[src/rtl/bank_pkg.sv]
// Shared bank-level constants and encodings used by the bank datapath blocks.
package bank_pkg;

  localparam int DATA_W    = 128;
  localparam int WBUF_ID_W = 8;
  localparam int CH_ID_W   = 2;
  localparam int CH_NUM    = 4;

  typedef enum logic [1:0] {
    ISU_WRITE              = 2'd0,
    ISU_READ               = 2'd1,
    ISU_READ_WITH_LINEFILL = 2'd2,
    ISU_WRITE_BACK         = 2'd3
  } isu_opcode_e;

  typedef enum logic [1:0] {
    OFS_EMPTY = 2'd0,
    OFS_DIRTY = 2'd1,
    OFS_SYNC  = 2'd2
  } offset_state_e;

endpackage

[src/rtl/wbuf_free_picker.sv]
// Lowest-index free-entry finder for one channel of the write buffer.
module wbuf_free_picker #(
  parameter int ENTRY_NUM = 4,
  parameter int IDX_W     = $clog2(ENTRY_NUM)
) (
  input  logic [ENTRY_NUM-1:0] valid_i,
  output logic                 has_free_o,
  output logic [IDX_W-1:0]     idx_o
);

  // Scan from the top down so the last hit is the lowest clear bit.
  always_comb begin
    has_free_o = ~&valid_i;
    idx_o      = '0;
    for (int i = ENTRY_NUM - 1; i >= 0; i--) begin
      if (!valid_i[i]) idx_o = IDX_W'(i);
    end
  end

endmodule

[src/rtl/bank_write_buffer.sv]
// Per-bank write-data buffer: captures crossbar write payloads into
// per-channel entries, notifies the ISU of each buffered write and returns
// the data to the SRAM controller on fetch, freeing the entry.
module bank_write_buffer
  import bank_pkg::*;
#(
  parameter int ENTRY_NUM = 4,
  parameter int IDX_W     = $clog2(ENTRY_NUM)
) (
  input  logic                 clk_i,
  input  logic                 rst_i,
  input  logic                 xbar_wbuf_valid_i,
  output logic                 xbar_wbuf_ready_o,
  input  logic [CH_ID_W-1:0]   xbar_wbuf_channel_id_i,
  input  logic [DATA_W-1:0]    xbar_wbuf_data_i,
  output logic                 wbuf_isu_valid_o,
  input  logic                 wbuf_isu_ready_i,
  output logic [CH_ID_W-1:0]   wbuf_isu_channel_id_o,
  output logic [WBUF_ID_W-1:0] wbuf_isu_wbuffer_id_o,
  input  logic                 rc_wbuf_req_valid_i,
  output logic                 rc_wbuf_req_ready_o,
  input  logic [CH_ID_W-1:0]   rc_wbuf_req_channel_id_i,
  input  logic [WBUF_ID_W-1:0] rc_wbuf_req_wbuffer_id_i,
  output logic                 rc_wbuf_rtn_valid_o,
  input  logic                 rc_wbuf_rtn_ready_i,
  output logic [DATA_W-1:0]    rc_wbuf_rtn_data_o,
  output logic                 wbuf_err_o
);

  logic [CH_NUM-1:0][ENTRY_NUM-1:0] valid_q, valid_d;
  logic [DATA_W-1:0]                mem_q [CH_NUM][ENTRY_NUM];

  logic                notify_valid_q;
  logic [CH_ID_W-1:0]  notify_ch_q;
  logic [IDX_W-1:0]    notify_idx_q;

  logic                rtn_valid_q;
  logic [DATA_W-1:0]   rtn_data_q;
  logic                err_q;

  logic [CH_NUM-1:0]   has_free;
  logic [IDX_W-1:0]    free_idx [CH_NUM];

  logic                alloc;
  logic [IDX_W-1:0]    alloc_idx;
  logic                fetch_acc;
  logic                fetch_hit;
  logic [IDX_W-1:0]    fetch_idx;
  logic                fetch_id_hi_zero;

  for (genvar c = 0; c < CH_NUM; c++) begin : g_pick
    wbuf_free_picker #(
      .ENTRY_NUM (ENTRY_NUM),
      .IDX_W     (IDX_W)
    ) u_pick (
      .valid_i    (valid_q[c]),
      .has_free_o (has_free[c]),
      .idx_o      (free_idx[c])
    );
  end

  // Readies are forced high during reset so upstream never sees a stale
  // full/busy indication from pre-reset state.
  assign alloc_idx         = free_idx[xbar_wbuf_channel_id_i];
  assign xbar_wbuf_ready_o = rst_i |
                             (has_free[xbar_wbuf_channel_id_i] &
                              (~notify_valid_q | wbuf_isu_ready_i));
  assign rc_wbuf_req_ready_o = rst_i | ~rtn_valid_q | rc_wbuf_rtn_ready_i;

  assign alloc     = xbar_wbuf_valid_i & xbar_wbuf_ready_o;
  assign fetch_acc = rc_wbuf_req_valid_i & rc_wbuf_req_ready_o;
  assign fetch_idx = rc_wbuf_req_wbuffer_id_i[IDX_W-1:0];
  assign fetch_id_hi_zero = ((rc_wbuf_req_wbuffer_id_i >> IDX_W) == '0);
  assign fetch_hit = fetch_id_hi_zero & valid_q[rc_wbuf_req_channel_id_i][fetch_idx];

  // Next valid vector: allocation picks from the start-of-cycle vector, so
  // an entry freed by a same-cycle fetch is only reusable next cycle.
  always_comb begin
    valid_d = valid_q;
    if (fetch_acc && fetch_hit) valid_d[rc_wbuf_req_channel_id_i][fetch_idx] = 1'b0;
    if (alloc) valid_d[xbar_wbuf_channel_id_i][alloc_idx] = 1'b1;
  end

  // Payload storage; entry contents are meaningful only while valid.
  always_ff @(posedge clk_i) begin
    if (alloc) mem_q[xbar_wbuf_channel_id_i][alloc_idx] <= xbar_wbuf_data_i;
  end

  // Control state: entry valids, ISU notify register, fetch return, error.
  always_ff @(posedge clk_i) begin
    if (rst_i) begin
      valid_q        <= '0;
      notify_valid_q <= 1'b0;
      notify_ch_q    <= '0;
      notify_idx_q   <= '0;
      rtn_valid_q    <= 1'b0;
      rtn_data_q     <= '0;
      err_q          <= 1'b0;
    end else begin
      valid_q <= valid_d;
      if (alloc) begin
        notify_valid_q <= 1'b1;
        notify_ch_q    <= xbar_wbuf_channel_id_i;
        notify_idx_q   <= alloc_idx;
      end else if (wbuf_isu_ready_i) begin
        notify_valid_q <= 1'b0;
      end
      if (fetch_acc) begin
        rtn_valid_q <= 1'b1;
        rtn_data_q  <= fetch_hit ? mem_q[rc_wbuf_req_channel_id_i][fetch_idx] : '0;
        if (!fetch_hit) err_q <= 1'b1;
      end else if (rc_wbuf_rtn_ready_i) begin
        rtn_valid_q <= 1'b0;
      end
    end
  end

  assign wbuf_isu_valid_o      = notify_valid_q;
  assign wbuf_isu_channel_id_o = notify_ch_q;
  assign wbuf_isu_wbuffer_id_o = {{(WBUF_ID_W-IDX_W){1'b0}}, notify_idx_q};
  assign rc_wbuf_rtn_valid_o   = rtn_valid_q;
  assign rc_wbuf_rtn_data_o    = rtn_data_q;
  assign wbuf_err_o            = err_q;

endmodule

[config.mk]
export PLATFORM = sky130hd
export DESIGN_NAME = bank_write_buffer
export DESIGN_NICKNAME = d
export VERILOG_FILES = /design/src/rtl/bank_pkg.sv /design/src/rtl/wbuf_free_picker.sv /design/src/rtl/bank_write_buffer.sv
export SDC_FILE = /design/constraint.sdc
export NUM_CORES = 2
export LEC_CHECK = 0
export BUFFER_PORTS_ARGS = -buffer_cell sky130_fd_sc_hd__buf_2
export CAP_MARGIN = 30
export CORE_MARGIN = 2
export CORE_UTILIZATION = 35
export DETAILED_ROUTE_END_ITERATION = 12
export HOLD_SLACK_MARGIN = 0.12
export SLEW_MARGIN = 15
export SYNTH_ARGS = -nofsm -noshare
export SYNTH_HDL_FRONTEND = slang
export SYNTH_SLANG_ARGS = --single-unit
[constraint.sdc]
create_clock -name clk_i -period 34.2 [get_ports clk_i]
set_input_delay 6.84 -clock clk_i [delete_from_list [all_inputs] [get_ports clk_i]]
set_output_delay 6.84 -clock clk_i [all_outputs]
set_load 0.01 [all_outputs]
Word-level counts from Yosys, hierarchy flattened
Memories as Yosys holds them, arrays and structs flattened.
Cells that the tools add are included.
{ "classes": {"mux": 47, "n_lt_le_gt_ge": 12, "reduce_logical": 18, "bitwise_logic": 17} }
{ "ops": {"columns": ["operator", "n"], "rows": [
  ["two-way mux 128 bit", 4],
  ["two-way mux 512 bit", 1],
  ["binary-select mux 128 bit (select 2 bit)", 1],
  ["demux 128 bit (select 2 bit)", 1],
  ["two-way mux 2 bit", 18],
  ["two-way mux 16 bit", 2],
  ["bitwise AND 16 bit", 1],
  ["demux 4 bit (select 2 bit)", 2],
  ["inverter 16 bit", 1],
  ["bitwise OR 16 bit", 1],
  ["AND reduction 4 bit", 4],
  ["less-than comparator 2 x 3 -> 1 bit (second input constant)", 4],
  ["two-way mux 4 bit", 3],
  [">= comparator 3 bit (second input constant)", 3],
  ["two-way mux 1 bit", 9],
  ["inverter 2 -> 3 bit", 3],
  ["binary-select mux 4 bit (select 2 bit)", 1],
  [">= comparator 2 x 1 -> 1 bit (second input constant)", 4],
  ["logical NOT 8 bit", 1],
  ["logical AND 1 bit", 6],
  ["bitwise AND 1 bit", 4],
  ["binary-select mux 1 bit (select 2 bit)", 2],
  ["binary-select mux 2 bit (select 2 bit)", 1],
  ["demux 1 bit (select 2 bit)", 2],
  ["6 further kinds", 15]
]} }
{ "word_totals": {"ramBits": 2048, "input_bits": 146, "n_memories": 1, "regBits": 151, "word_cells": 105} }
{ "memory_table": {"columns": ["memory", "words", "word_bits", "rd", "rd_clocked_by_memory_dff", "write_ports", "line", "rtl"], "rows": [
  ["mem_q", 4, 512, 1, 0, 1, "bank_write_buffer.sv:31", "logic [DATA_W-1:0] mem_q [CH_NUM][ENTRY_NUM];"]
]} }

Longest topological paths before layout
{ "depth": {"word_depth": 15, "mapped_depth": 9, "mapped_depth_nobuf": 5} }

Modules after synthesis
A second synthesis with hierarchy kept.
{ "unflattened": {"hier_cells": 3888, "hier_area_um2": 82401.5} }
{ "by_module_without_submodules": {"columns": ["module", "seq_area_each_um2", "cells_per_inst", "area_per_inst_um2", "instances"], "rows": [
  ["bank_write_buffer", 64521.9, 3868, 82286.4, 1],
  ["wbuf_free_picker", 0.0, 5, 28.8, 4]
]} }

Worst setup path before layout
OpenSTA, ideal clock, no wires.
{ "synth_path": {"path_kind": "in2reg", "from": "in xbar_wbuf_channel_id_i[1]", "to": "mem mem_q[0][128] (netlist name) (enable)", "path_buffers": 2, "setup_ns": 0.773, "required_time_ns": 33.427, "path_stages": 7, "setup_slack_ns": 16.738, "arrival_time_ns": 16.689, "cell_sequence": "or2_1 > buf_2 > a41o_1 > a41oi_4 > nand2_2 > buf_6 > nor3_1"} }
{ "synth_between": {"elab_chain_len": 10, "word_cells_on_any_way": 17, "cone_classes": "order compare (2); mux (9); bitwise (5); reduce/logical (1)"} }
{ "synth_lines": {"columns": ["element", "line", "rtl"], "rows": [
  ["from (decl)", "bank_write_buffer.sv:14", "input logic [CH_ID_W-1:0] xbar_wbuf_channel_id_i,"],
  ["inverter 2 -> 3 bit (not written as such)", "bank_write_buffer.sv:64", "assign alloc_idx = free_idx[xbar_wbuf_channel_id_i];"],
  ["binary-select mux 2 bit (select 2 bit)", "bank_write_buffer.sv:64", null],
  ["two-way mux 2 bit (not written as such) (2 in a row)", "bank_write_buffer.sv:64", null],
  ["inverter 2 -> 3 bit (not written as such)", "bank_write_buffer.sv:86", "if (alloc) mem_q[xbar_wbuf_channel_id_i][alloc_idx] <= xbar_wbuf_data_i;"],
  [">= comparator 3 bit (not written as such) / less-than comparator 3 x 1 -> 1 bit (equally long branches)", "bank_write_buffer.sv:86", null],
  ["logical AND 1 bit (not written as such)", "bank_write_buffer.sv:86", null],
  ["two-way mux 128 bit (not written as such)", "bank_write_buffer.sv:86", null],
  ["demux 128 bit (select 2 bit)", "bank_write_buffer.sv:86", null],
  ["two-way mux 512 bit (not written as such)", "bank_write_buffer.sv:86", null],
  ["to (decl)", "bank_write_buffer.sv:31", null]
]} }
Several ways; a longest one is shown, not always the timed one. The select of a mux whose other input is x is not followed.

Worst setup path in the final report
{ "layout_path": {"from": "in xbar_wbuf_channel_id_i[0]", "to": "out xbar_wbuf_ready_o"} }
{ "layout_between": {"elab_chain_len": 4} }
{ "layout_lines": {"columns": ["element", "line", "rtl"], "rows": [
  ["binary-select mux 1 bit (select 2 bit)", "bank_write_buffer.sv:66", "(has_free[xbar_wbuf_channel_id_i] &"],
  ["two-way mux 1 bit (not written as such)", "bank_write_buffer.sv:66", null],
  ["bitwise AND 1 bit", "bank_write_buffer.sv:66", null],
  ["bitwise OR 1 bit", "bank_write_buffer.sv:65", "assign xbar_wbuf_ready_o = rst_i |"],
  ["to (decl)", "bank_write_buffer.sv:13", "output logic xbar_wbuf_ready_o,"]
]} }
No other way between the ends. The select of a mux whose other input is x is not followed.

==> out/results.tsv <==
stage	metric	value	unit
critical_path	max_stage_delay	430	ps
synth	synth.distinct_cells	58	
placed_design	placed_cells	7190	
critical_path	timing.rr.start	valid_q[0]	
sta	fmax	0.06475	GHz
critical_path	worstSetupEndpoint	xbar_wbuf_ready_o	
sta	setup_viol_count_final	0	
run	drv_cap	0	
die	core	235600	sq um
grt	met2_usage	0.2957	
critical_path	cp_slowest_cell	nand2b_1	
synth	synth_edf_count	2048	
route	num_vias	41520	
synth	synth_cells	3902	
synth	synth_area	83050	sq um
finish	num-fill-cells	20830	
sta	slew-limit-headroom	0.2933	
cts	htree_levels	4	
grt	antenna_found_initial	68	
sta	tightest_slew	1060	ps
die	io_pins	289	
die	dieHeight	491.1	um
critical_path	regToRegSetupSlack	30040	ps
cts	clkSinkCount	2199	
critical_path	crit_family	simple AND/OR/NAND/NOR gates	
placed_design	gp_congestion	0.7394	
cts	insertion_delay	870	ps
critical_path	cp.required	27360	ps
cts	ctsResizeCount	0	
sta	rsz0062_at_grt	false	
synth	ys_warn_count	0	
critical_path	crit_fanout	11	
die	fp.dieArea	241200	sq um
route	wirelength	215700	um
die	fp.dieW	491.1	um
critical_path	rr_worst_depth	9	
grt	grt_pass1_vias	42470	
critical_path	startpoint	xbar_wbuf_channel_id_i[0]	
critical_path	crit_buf_inv	2	
sta	finalHoldViolations	0	
synth	synth_top_area_frac	0.7405	
cts	hold_buffers	0	
sta	min_period_over_period	0.4516	
pwr	vdd_ir_drop_max	0.00004404	V
synth	ys_ff_latch	2199	
finish	fin_cells	7635	
grt	busiest_layer	met2	
route	post-route-drc-count	0	
placed_design	dp_hpwl	114900	um
pwr	power.density	59.21	nW/um^2
sta	holdWs	451.3	ps
critical_path	crit_type	input port to output port	
cts	numCtsBuffers	223	
cts	cts_tree	built	
finish	area_growth	15.64	%
synth	ys.flop_type	edfxtp_1	
critical_path	worstSetupEndpointType	output port	
grt	gr-usage-met1	0.2371	
synth	avgSynthCellArea	21.28	sq um
cts	clk_pin_slew_worst_paths	60	ps
die	row_count	178	
cts	cts_root_buf	clkbuf_16	
critical_path	reg2reg_to	mem_q[3][0]	
route	drt_pre_antenna_iters	5	
sta	drv_slew	0	
critical_path	arrival	8600	ps
grt	grt_start_max_net_pins	111	
grt	use_met3	0.03255	
sta	finalSetupTns	0	ps
route	ant_nets	0	
route	drtIter0Drc	4178	
critical_path	worstPathCellList	buf_2, nand2b_1, a2bb2oi_1, nand3_1, a21o_1, buf_2	
critical_path	cpMostUsedCell	buf_2	
cts	cts_buffer_depth	3	
synth	yosys.area.top_type	edfxtp_1	
pwr	p_leak	30.38	nW
route	wl_per_cell	28.25	um
grt	grt_use_total	0.1765	
sta	timing.final.ws_setup	18760	ps
grt	grt_pass1_wl	309100	um
cts	postCtsSetupRepairBufs	0	
finish	final_net_count	4417	
critical_path	worst_setup_path_start_kind	input port	
synth	ys_top_cells_by_area	edfxtp_1 74%, mux4_2 14%, dfxtp_1 3.6%	
synth	ys_seq_area_frac	0.7769	
hold_path	hold_path.class	flip-flop to flip-flop	
critical_path	worst-path-stages	6	
route	via_per_inst	5.438	
finish	drive_above_1_share	0.2865	
status	status	finished, final reports clean	
synth	async_flop_share	0	
sta	fin_crit	15440	ps
placed_design	pre_cts_slack	18700	ps
grt	grt-ovfl-total	0	
die	start_util	0.3525	
placed_design	port-buffer-count	282	
sta	fin_skew	34.72	ps
==> state kept, by name, indices dropped and copies added, names as in the netlist <==
register	count
rc_wbuf_rtn_valid_o	1
valid_q	16
wbuf_isu_channel_id_o	2
rc_wbuf_rtn_data_o	128
wbuf_isu_valid_o	1
mem_q	2048
notify_idx_q	2
wbuf_err_o	1
==> worst min path at each step <==
stage	to	slack, ps	cells past startpoint	start
CTS	rc_wbuf_rtn_data_o[80]	450	2	rc_wbuf_rtn_data_o[80]
global placement	rc_wbuf_rtn_data_o[58]	440	2	rc_wbuf_rtn_data_o[58]
global route	rc_wbuf_rtn_data_o[67]	470	2	rc_wbuf_rtn_data_o[67]
floorplan	rc_wbuf_rtn_data_o[0]	480	2	rc_wbuf_rtn_data_o[0]
detailed placement	rc_wbuf_rtn_data_o[80]	450	2	rc_wbuf_rtn_data_o[80]
finish	rc_wbuf_rtn_data_o[61]	450	2	rc_wbuf_rtn_data_o[61]
==> layout make-up <==
class,count,area [sq um],share of cell area
diodes,18,45.04,0.0004690
clock buffers,296,6107,0.06359
clock inverters,125,1388,0.01445
inverters,13,56.30,0.0005863
multi-input cells,1432,17210,0.1792
flip-flops and latches,2199,64520,0.6718
well taps,3150,3941,0.04104
repair buffers,402,2766,0.02881
==> where the power goes <==
group | total (W) | internal [W] | switching, W
clock | 0.00246 | 0.00143 | 0.00103
combinational | 0.000249 | 0.0000882 | 0.000161
sequential | 0.00297 | 0.00297 | 0.00000593
total | 0.00569 | 0.00449 | 0.00120
==> kinds of logic after synthesis <==
group / after synthesis / synth area share
multiplexers: 522 / 0.1402
flip-flops: 2199 / 0.7769
other: 1 / 0.00004515
AND/OR/NAND/NOR: 334 / 0.01650
buffers and inverters: 276 / 0.01793
AO/OA/AOI/OAI: 570 / 0.04847
==> placed cells by master (no fill, tap or decap), types with 7 or more instances in the layout <==
| master | netlist | layout |
|---|---|---|
| o211ai_1 | 128 | 128 |
| buf_12 | 0 | 7 |
| mux4_2 | 512 | 512 |
| inv_1 | 12 | 11 |
| nand2_1 | 267 | 266 |
| nand2b_1 | 8 | 8 |
| a22oi_1 | 256 | 256 |
| buf_4 | 32 | 96 |
| buf_16 | 0 | 17 |
| dfxtp_1 | 151 | 151 |
| a21oi_1 | 133 | 133 |
| clkbuf_8 | 0 | 21 |
| nor2_1 | 21 | 11 |
| diode_2 | 0 | 18 |
| o32ai_1 | 7 | 7 |
| clkbuf_16 | 0 | 225 |
| clkinv_2 | 0 | 38 |
| bufinv_16 | 0 | 23 |
| clkbuf_1 | 100 | 50 |
| edfxtp_1 | 2048 | 2048 |
| clkinv_1 | 1 | 42 |
| nor2_4 | 0 | 10 |
| buf_2 | 44 | 279 |
==> worst min-delay path: stages, from the launching register on <==
cell and delay [ps]:
dfxtp_1 300, nand2_1 50, a21oi_1 50
==> per-stage QoR <==
stage | utilization | area [sq um] | total power, W
final | 0.4076 | 96040 | 0.005686
after global placement | 0.3732 | 87930 | 0.003274
after detailed placement | 0.3749 | 88350 | 0.003281
after floorplan | - | 83070 | 0.003183
after global routing | 0.4074 | 96000 | 0.005860
after CTS | 0.4067 | 95840 | 0.005739
==> routing by layer <==
metal / share of wire / up-vias
li1: - / 17180
met1: 0.41 / 22400
met2: 0.50 / 1528
met3: 0.069 / 379
met4: 0.024 / 30
met5: 0.00080 / -
==> synth_stat cells, types with 2 or more instances <==
cell type	instances
edfxtp_1	2048
mux4_2	512
nand2_1	267
a22oi_1	256
dfxtp_1	151
a21oi_1	133
o211ai_1	128
clkbuf_1	100
buf_1	50
buf_2	44
buf_6	37
buf_4	32
nor2_1	21
inv_1	12
nand2b_1	8
nor2b_1	8
nor3_1	8
o32ai_1	7
mux2i_1	5
nand3_1	5
o31ai_1	5
mux2_2	4
nand4_1	4
o2111a_1	4
o2111ai_1	4
o21ai_0	4
o2bb2ai_1	4
o311ai_0	4
and2_1	3
a211o_1	2
a211oi_2	2
a21o_1	2
a2bb2oi_1	2
a41o_1	2
No activity file was read; power rests on OpenSTA's default activity.
